--- config.mk ---
export PLATFORM = sky130hd
export DESIGN_NAME = lsu
export DESIGN_NICKNAME = d
export VERILOG_FILES = /design/src/rtl/lsu.sv
export SDC_FILE = /design/constraint.sdc
export NUM_CORES = 1
export LEC_CHECK = 0
export ABC_AREA = 1
export BUFFER_PORTS_ARGS = -buffer_cell sky130_fd_sc_hd__buf_2
export CAP_MARGIN = 20
export CORE_MARGIN = 2
export CORE_UTILIZATION = 53
export DETAILED_ROUTE_END_ITERATION = 7
export PLACE_DENSITY = 0.89
export SETUP_SLACK_MARGIN = 0.3
export SKIP_LAST_GASP = 1
export SLEW_MARGIN = 10
export SYNTH_ARGS = -nofsm -noshare
export SYNTH_HDL_FRONTEND = slang
export SYNTH_SLANG_ARGS = --single-unit
--- constraint.sdc ---
create_clock -name clk_i -period 2.59 [get_ports clk_i]
set_input_delay 0.1295 -clock clk_i [delete_from_list [all_inputs] [get_ports clk_i]]
set_output_delay 0.1295 -clock clk_i [all_outputs]
set_load 0.01 [all_outputs]
--- src/rtl/lsu.sv ---
// ============================================================================
//  Module   : lsu
//  Purpose  : Memory stage that runs one bus transaction per load/store and
//             passes ALU results through to the W-stage.
//  Revision : 1.0
// ============================================================================
`default_nettype none

module lsu #(
    parameter int XLEN = 32,
    parameter int AW   = 32
) (
    input  logic            clk_i,
    input  logic            rst_n_i,
    input  logic            M_valid_i,
    output logic            m_ready_o,
    input  logic            is_load_i,
    input  logic            is_store_i,
    input  logic [2:0]      funct3_i,
    input  logic [XLEN-1:0] res_i,
    input  logic [XLEN-1:0] wdata_i,
    output logic            mem_req_o,
    output logic            mem_we_o,
    output logic [AW-1:0]   mem_addr_o,
    output logic [31:0]     mem_wdata_o,
    output logic [3:0]      mem_wstrb_o,
    input  logic            mem_gnt_i,
    input  logic            mem_rvalid_i,
    input  logic [31:0]     mem_rdata_i,
    output logic            m_valid_o,
    input  logic            W_ready_i,
    output logic [XLEN-1:0] res_o,
    output logic            exc_o
);

    typedef enum logic [1:0] {
        S_IDLE = 2'd0,
        S_REQ  = 2'd1,
        S_WAIT = 2'd2,
        S_DONE = 2'd3
    } state_e;

    state_e            state_q, state_d;
    logic              is_load_q, is_load_d;
    logic              is_store_q, is_store_d;
    logic [2:0]        funct3_q, funct3_d;
    logic [AW-1:0]     addr_q, addr_d;
    logic [31:0]       wdata_q, wdata_d;
    logic [XLEN-1:0]   res_q, res_d;
    logic              exc_q, exc_d;

    logic              w_accept;
    logic              w_is_mem;
    logic              w_illegal;
    logic              w_misaligned;
    logic [31:0]       w_shifted;
    logic [XLEN-1:0]   w_load_val;

    assign m_ready_o = (state_q == S_IDLE) | ((state_q == S_DONE) & W_ready_i);
    assign w_accept  = M_valid_i & m_ready_o;

    assign w_is_mem     = is_load_i | is_store_i;
    assign w_illegal    = (is_load_i & is_store_i) | (funct3_i == 3'b011)
                        | (funct3_i[2:1] == 2'b11) | (is_store_i & funct3_i[2]);
    assign w_misaligned = ((funct3_i[1:0] == 2'b01) & res_i[0])
                        | ((funct3_i[1:0] == 2'b10) & (res_i[1:0] != 2'b00));

    // Bus fields come straight from the captured request so they stay stable until grant.
    assign mem_req_o  = (state_q == S_REQ);
    assign mem_we_o   = is_store_q;
    assign mem_addr_o = {addr_q[AW-1:2], 2'b00};

    always_comb begin
        mem_wstrb_o = 4'b0000;
        mem_wdata_o = wdata_q;
        case (funct3_q[1:0])
            2'b00: begin
                mem_wstrb_o = 4'b0001 << addr_q[1:0];
                mem_wdata_o = {4{wdata_q[7:0]}};
            end
            2'b01: begin
                mem_wstrb_o = 4'b0011 << addr_q[1:0];
                mem_wdata_o = {2{wdata_q[15:0]}};
            end
            default: mem_wstrb_o = 4'b1111;
        endcase
        if (!is_store_q) begin
            mem_wstrb_o = 4'b0000;
        end
    end

    assign w_shifted = mem_rdata_i >> {addr_q[1:0], 3'b000};

    always_comb begin
        case (funct3_q)
            3'b000:  w_load_val = XLEN'($signed(w_shifted[7:0]));
            3'b100:  w_load_val = XLEN'(w_shifted[7:0]);
            3'b001:  w_load_val = XLEN'($signed(w_shifted[15:0]));
            3'b101:  w_load_val = XLEN'(w_shifted[15:0]);
            default: w_load_val = XLEN'($signed(w_shifted));
        endcase
    end

    always_comb begin
        state_d    = state_q;
        is_load_d  = is_load_q;
        is_store_d = is_store_q;
        funct3_d   = funct3_q;
        addr_d     = addr_q;
        wdata_d    = wdata_q;
        res_d      = res_q;
        exc_d      = exc_q;

        case (state_q)
            S_REQ: begin
                if (mem_gnt_i) begin
                    state_d = S_WAIT;
                end
            end
            S_WAIT: begin
                if (mem_rvalid_i) begin
                    state_d = S_DONE;
                    res_d   = is_load_q ? w_load_val : '0;
                    exc_d   = 1'b0;
                end
            end
            S_DONE: begin
                if (W_ready_i) begin
                    state_d = S_IDLE;
                end
            end
            default: ;
        endcase

        // An accept in DONE overrides the return to IDLE, giving zero-bubble issue.
        if (w_accept) begin
            is_load_d  = is_load_i;
            is_store_d = is_store_i;
            funct3_d   = funct3_i;
            addr_d     = res_i[AW-1:0];
            wdata_d    = wdata_i[31:0];
            res_d      = res_i;
            if (!w_is_mem) begin
                state_d = S_DONE;
                exc_d   = 1'b0;
            end else if (w_illegal | w_misaligned) begin
                state_d = S_DONE;
                exc_d   = 1'b1;
            end else begin
                state_d = S_REQ;
                exc_d   = 1'b0;
            end
        end
    end

    always_ff @(posedge clk_i) begin
        if (!rst_n_i) begin
            state_q    <= S_IDLE;
            is_load_q  <= 1'b0;
            is_store_q <= 1'b0;
            funct3_q   <= 3'b000;
            addr_q     <= '0;
            wdata_q    <= '0;
            res_q      <= '0;
            exc_q      <= 1'b0;
        end else begin
            state_q    <= state_d;
            is_load_q  <= is_load_d;
            is_store_q <= is_store_d;
            funct3_q   <= funct3_d;
            addr_q     <= addr_d;
            wdata_q    <= wdata_d;
            res_q      <= res_d;
            exc_q      <= exc_d;
        end
    end

    assign m_valid_o = (state_q == S_DONE);
    assign res_o     = res_q;
    assign exc_o     = exc_q;

endmodule

`default_nettype wire

======== Word level (Yosys, flattened, before mapping) ========
Index checks and enable logic that the tools add are counted.
cells by class
  bitwise logic cells ..................... 13
  reduce and logical (&&, ||, !) cells .... 9
  muxes and demuxes ....................... 20
  eq/ne operators ......................... 14
  shift-type cells ........................ 3
operator list
  kind                                                 number
  2-to-1 mux 32 bit                                    4
  case mux 32 bit (4 select lines)                     1
  case mux 32 bit (2 select lines)                     1
  >> shifter 32 x 5 -> 32 bit                          1
  2-to-1 mux 2 bit                                     6
  equality test 2 bit, second input constant           4
  case mux 4 bit (2 select lines)                      1
  OR 1 bit                                             7
  AND 1 bit                                            6
  equality test 2 x 1 -> 1 bit, second input constant  3
  equality test 3 bit, second input constant           2
  != test 3 x 1 -> 1 bit, second input constant        2
  case mux 2 bit (3 select lines)                      1
  nonzero test 2 bit                                   3
  2-to-1 mux 1 bit                                     5
  zero test 2 bit                                      2
  2-to-1 mux 4 bit                                     1
  AND reduction 4 bit                                  1
  nonzero test 4 bit                                   1
  << shifter 1 x 2 -> 4 bit, first input constant      1
  << shifter 2 x 2 -> 4 bit, first input constant      1
  equality test 3 x 1 -> 1 bit, second input constant  1
  equality test 3 x 2 -> 1 bit, second input constant  1
  zero test 3 bit                                      1
  other kinds (2)                                      2
storage, ports and cells
  input port bits ......................... 107
  register bits after elaboration ......... 104
  logic and storage cells ................. 67
  output and inout bits ................... 105

======== Logic depth before layout (Yosys ltp) ========
  depth after elaboration ................. 8
  gate-level depth with buffers ........... 11
  gate-level depth less buffers ........... 9

======== Least setup slack after synthesis ========
Ideal clock, no wire load.
  path kind ............................... register to output
  start ................................... register funct3_q[1]
  end ..................................... output port mem_wdata_o[8]
  arrival ................................. 1.291 ns
  required time ........................... 2.461 ns
  path slack .............................. 1.169 ns
  stages on the path, launching flop included .. 7
  cells stage by stage .................... dfxtp_1 -> buf_6 -> clkinv_4 -> nand2_2 -> buf_4 -> clkinv_1 -> o21ai_0
between the ends
  longest elaborated chain between the ends .. 2
RTL lines
  what                                                             RTL line  text
  start: declaration                                               46        logic [2:0] funct3_q, funct3_d;
  start signal: assignment                                         170       funct3_q <= funct3_d;
  equality test 2 x 1 -> 1 bit or zero test 2 bit (tied branches)  76        case (funct3_q[1:0])
  case mux 32 bit (2 select lines) (*)                             76
  end: declaration                                                 25        output logic [31:0] mem_wdata_o,
Every way passes the cells marked *; elsewhere a longest branch is shown, timed or not.

======== Final worst setup path ========
  start ................................... register funct3_q[1]
  end ..................................... output port mem_wdata_o[24]
Same word-level chain as after synthesis.

==> key figures <==
Power
  • Switching share of power: 40.41%
  • P_int: 0.003088 W
  • Seq pwr share: between 30% and 40%
  • Gate power share: 39.1%
  • P_sw: 0.002094 W
  • Power Density: 800.6 mW/mm^2
  • IR drop worst, VDD: 0.0003759 V
  • LEAKAGE: around 3.4 nW
  • Clock power frac: 21.0%

Clocking
  • Root buf cell: clkbuf_8
  • # clock sinks: 104
  • H-tree depth: 3
  • CTS max path bufs: 2
  • TritonCTS clock tree: yes
  • Clock transition at the registers of the reported paths: 0.11 ns
  • TritonCTS Buffers: 9
  • Clock Latency Late Sink: 0.37 ns
  • Post-CTS Setup Bufs: 0

Global routing
  • Vias in the first global route: 5080
  • Largest net degree at the start of global routing: 69
  • Initial antenna violation count: 1
  • Total gr overflow: 0
  • GRT Total Usage: 26.90%
  • First-pass GRT wire length: 24.46 mm

STA
  • RSZ-0062 raised after global routing: no
  • Relative slew slack: 43.59%
  • Final setup fails: 0
  • Fmax: 468.1 MHz
  • Crit path time final: roughly 2.1 ns
  • Setup Skew: 0.01655 ns
  • Period utilisation layout: 82.47%
  • Max-slew violations: 0
  • Fin. Hold Viols: 0
  • Slew @ Worst Pin: roughly 0.84 ns
  • Final setup TNS: 0 ns

Setup path
  • CP startpoint kind: register
  • Crit Path Class: register to output port
  • WP data arrival: between 2 and 2.5 ns
  • Critical path data required time: 2.46 ns
  • Max incr delay on CP: between 0.3 and 0.4 ns
  • CP top delay family: buffers and inverters
  • CP max-delay cell: dfxtp_1
  • Bufs and invs on worst path: 3
  • Cells along the critical path: clkinv_4 > nand2_2 > clkinvlp_4 > nand2_1 > o211ai_1 > buf_2
  • Worst Setup End Kind: output port
  • Worst-path fanout max: 17

Synthesis
  • Warnings from Yosys: 0
  • Post-synthesis cell count: 831
  • Top cells by count, synth: nand2_1, nor2_1, dfxtp_1
  • Synth area leaders: dfxtp_1, nand2_1, o21ai_0, a21oi_1, nor2_1
  • Most numerous cell in the Yosys netlist: nand2_1
  • Synth async-reset ratio: 0%
  • Syn Area/Cell: 6.584 um^2
  • Main flop type after synthesis: dfxtp_1
  • Sequential area share after synthesis: 38.05%
  • Mapped Area: 0.005471 mm^2
  • Synth area leader: dfxtp_1
  • Register bit total from synthesis: roughly 100
  • Top cell type's share of synthesized area: 38.05%
  • Number of flops mapped to enable cells by yosys: 0
  • Cell variety after synth: 27

Route
  • Pre-antenna DRT Iters: 5
  • DRC errors left: 0
  • Antenna Nets Post-Route: 0
  • Violation count after the first detailed-route iteration: around 370
  • Drt total wl: 15.61 mm
  • Via density: 5.194
  • Avg WL per Cell: approximately 14 um
  • Vias: 5807

Placement
  • HPWL after DPL: ~11 mm
  • Area after DPL: 0.006216 mm^2
  • GP Congestion: 0.9412
  • Port Buffers: 209

Die
  • Starting density of the core: 53.72%
  • Core outline area: 0.01018 mm^2
  • I/O pin count: 212
  • Die X: 105.6 um
  • Die height: 105.6 um
  • Std-Cell Rows: 37
  • Full die area: 0.01115 mm^2

Finish
  • Fraction of layout cells with a size suffix above 1: 26.91%
  • Post-layout net count: 1083
  • End-of-flow core utilization: 63.56%
  • Synthesis-to-finish area growth: 18.32%
  • Design Area, Final: 0.006474 mm^2

Run
  • Max-cap violations: 0

Status
  • Status: completed

Min path
  • Hold crit path type: primary input to register
[cell families (layout without fill, tap and decap cells)]
group	Yosys count	in the layout	share of synthesized area (%)
flops	104	104	38.05
compound gates	186	186	17.77
buf+inv	139	288	13.88
other cells	1	3	0.06854
simple gates	401	401	30.23
[registers in the layout, indices dropped and copies added (netlist names)]
name       cells
addr_q        32
res_o         32
wdata_q       32
funct3_q       3
state_q        2
exc_o          1
is_load_q      1
mem_we_o       1
[layout by cell type, fill, tap and decap left out, types with 2 or more instances in the layout]
master and n:
inv_8 3, inv_2 3, o21ai_0 84, nor2_1 106, o211ai_1 9, buf_2 209
clkinv_4 2, clkbuf_8 9, conb_1 2, nand3_1 31, dfxtp_1 104, dlygate4sd3_1 4
inv_1 39, nand2_4 2, a21oi_1 82, nand2_2 12, nand2_1 243, buf_4 11
o21ai_1 8, clkinvlp_4 3, nand3_4 2, clkinv_1 3, nand3b_1 2, a21oi_2 2
[what timing repair did]
action | 4_1_cts | 5_1_grt
hold endpoints to repair | 4 | 0
setup endpoints to repair | 0 | 8
resized for setup | 0 | 1
hold buffers | 4 | 0
[cell type report]
type	instances	area [um^2]
tap	136	170.2
multi-input combinational	589	2634
clock inverter	7	87.58
inverter	47	185.2
clock buffer	9	123.9
antenna	1	2.502
fill	1006	3711
timing repair buffer	225	1189
sequential	104	2082
[routing by layer]
layer	routed length [um]	GRT usage (%)	up-vias
met2	7156	42.86	271
met4	428	10.90	0
met5	0	0	-
met3	1105	3.834	41
met1	6916	36.70	2594
li1	-	-	2901
[stage by stage]
step	setup WS (ns)	hold slack (ns)	total power [W]	std cells
after floorplan	1.169	0.2723	0.003572	832
after global placement	0.7183	0.3704	0.004053	1097
after detailed placement	0.6282	0.3793	0.004097	1097
after CTS	0.3979	0.0003522	0.005187	1117
after global routing	0.3144	0.01102	0.005514	1118
final	0.4539	0.009370	0.005183	1118
[power by group through the flow]
stage	Combinational, W	Sequential (W)	Clock (W)
6_report	0.00203	0.00207	0.00109
4_1_cts	0.00201	0.00206	0.00111
3_5_place_dp	0.00200	0.00210	0
5_1_grt	0.00226	0.00210	0.00116
3_3_place_gp	0.00196	0.00209	0
2_1_floorplan	0.00144	0.00213	0
[final timing paths]
path | from | endpoint | slack, ns | depth (start not counted)
setup reg to reg | state_q[0] | res_o[25] | 0.59 | 6
hold reg to reg | addr_q[5] | addr_q[5] | 0.47 | 2
hold / removal | wdata_i[5] | wdata_q[5] | 0.009 | 3
setup / recovery | funct3_q[1] | mem_wdata_o[24] | 0.45 | 6
[worst reg2reg max path, stage by stage, from the launching register on]
cell and delay [ns]:
dfxtp_1 0.35, inv_1 0.15, nand2_1 0.15, o21ai_4 0.69
buf_4 0.32, o21ai_0 0.11, a21oi_1 0.17
Power figures use the tool's default switching activity.
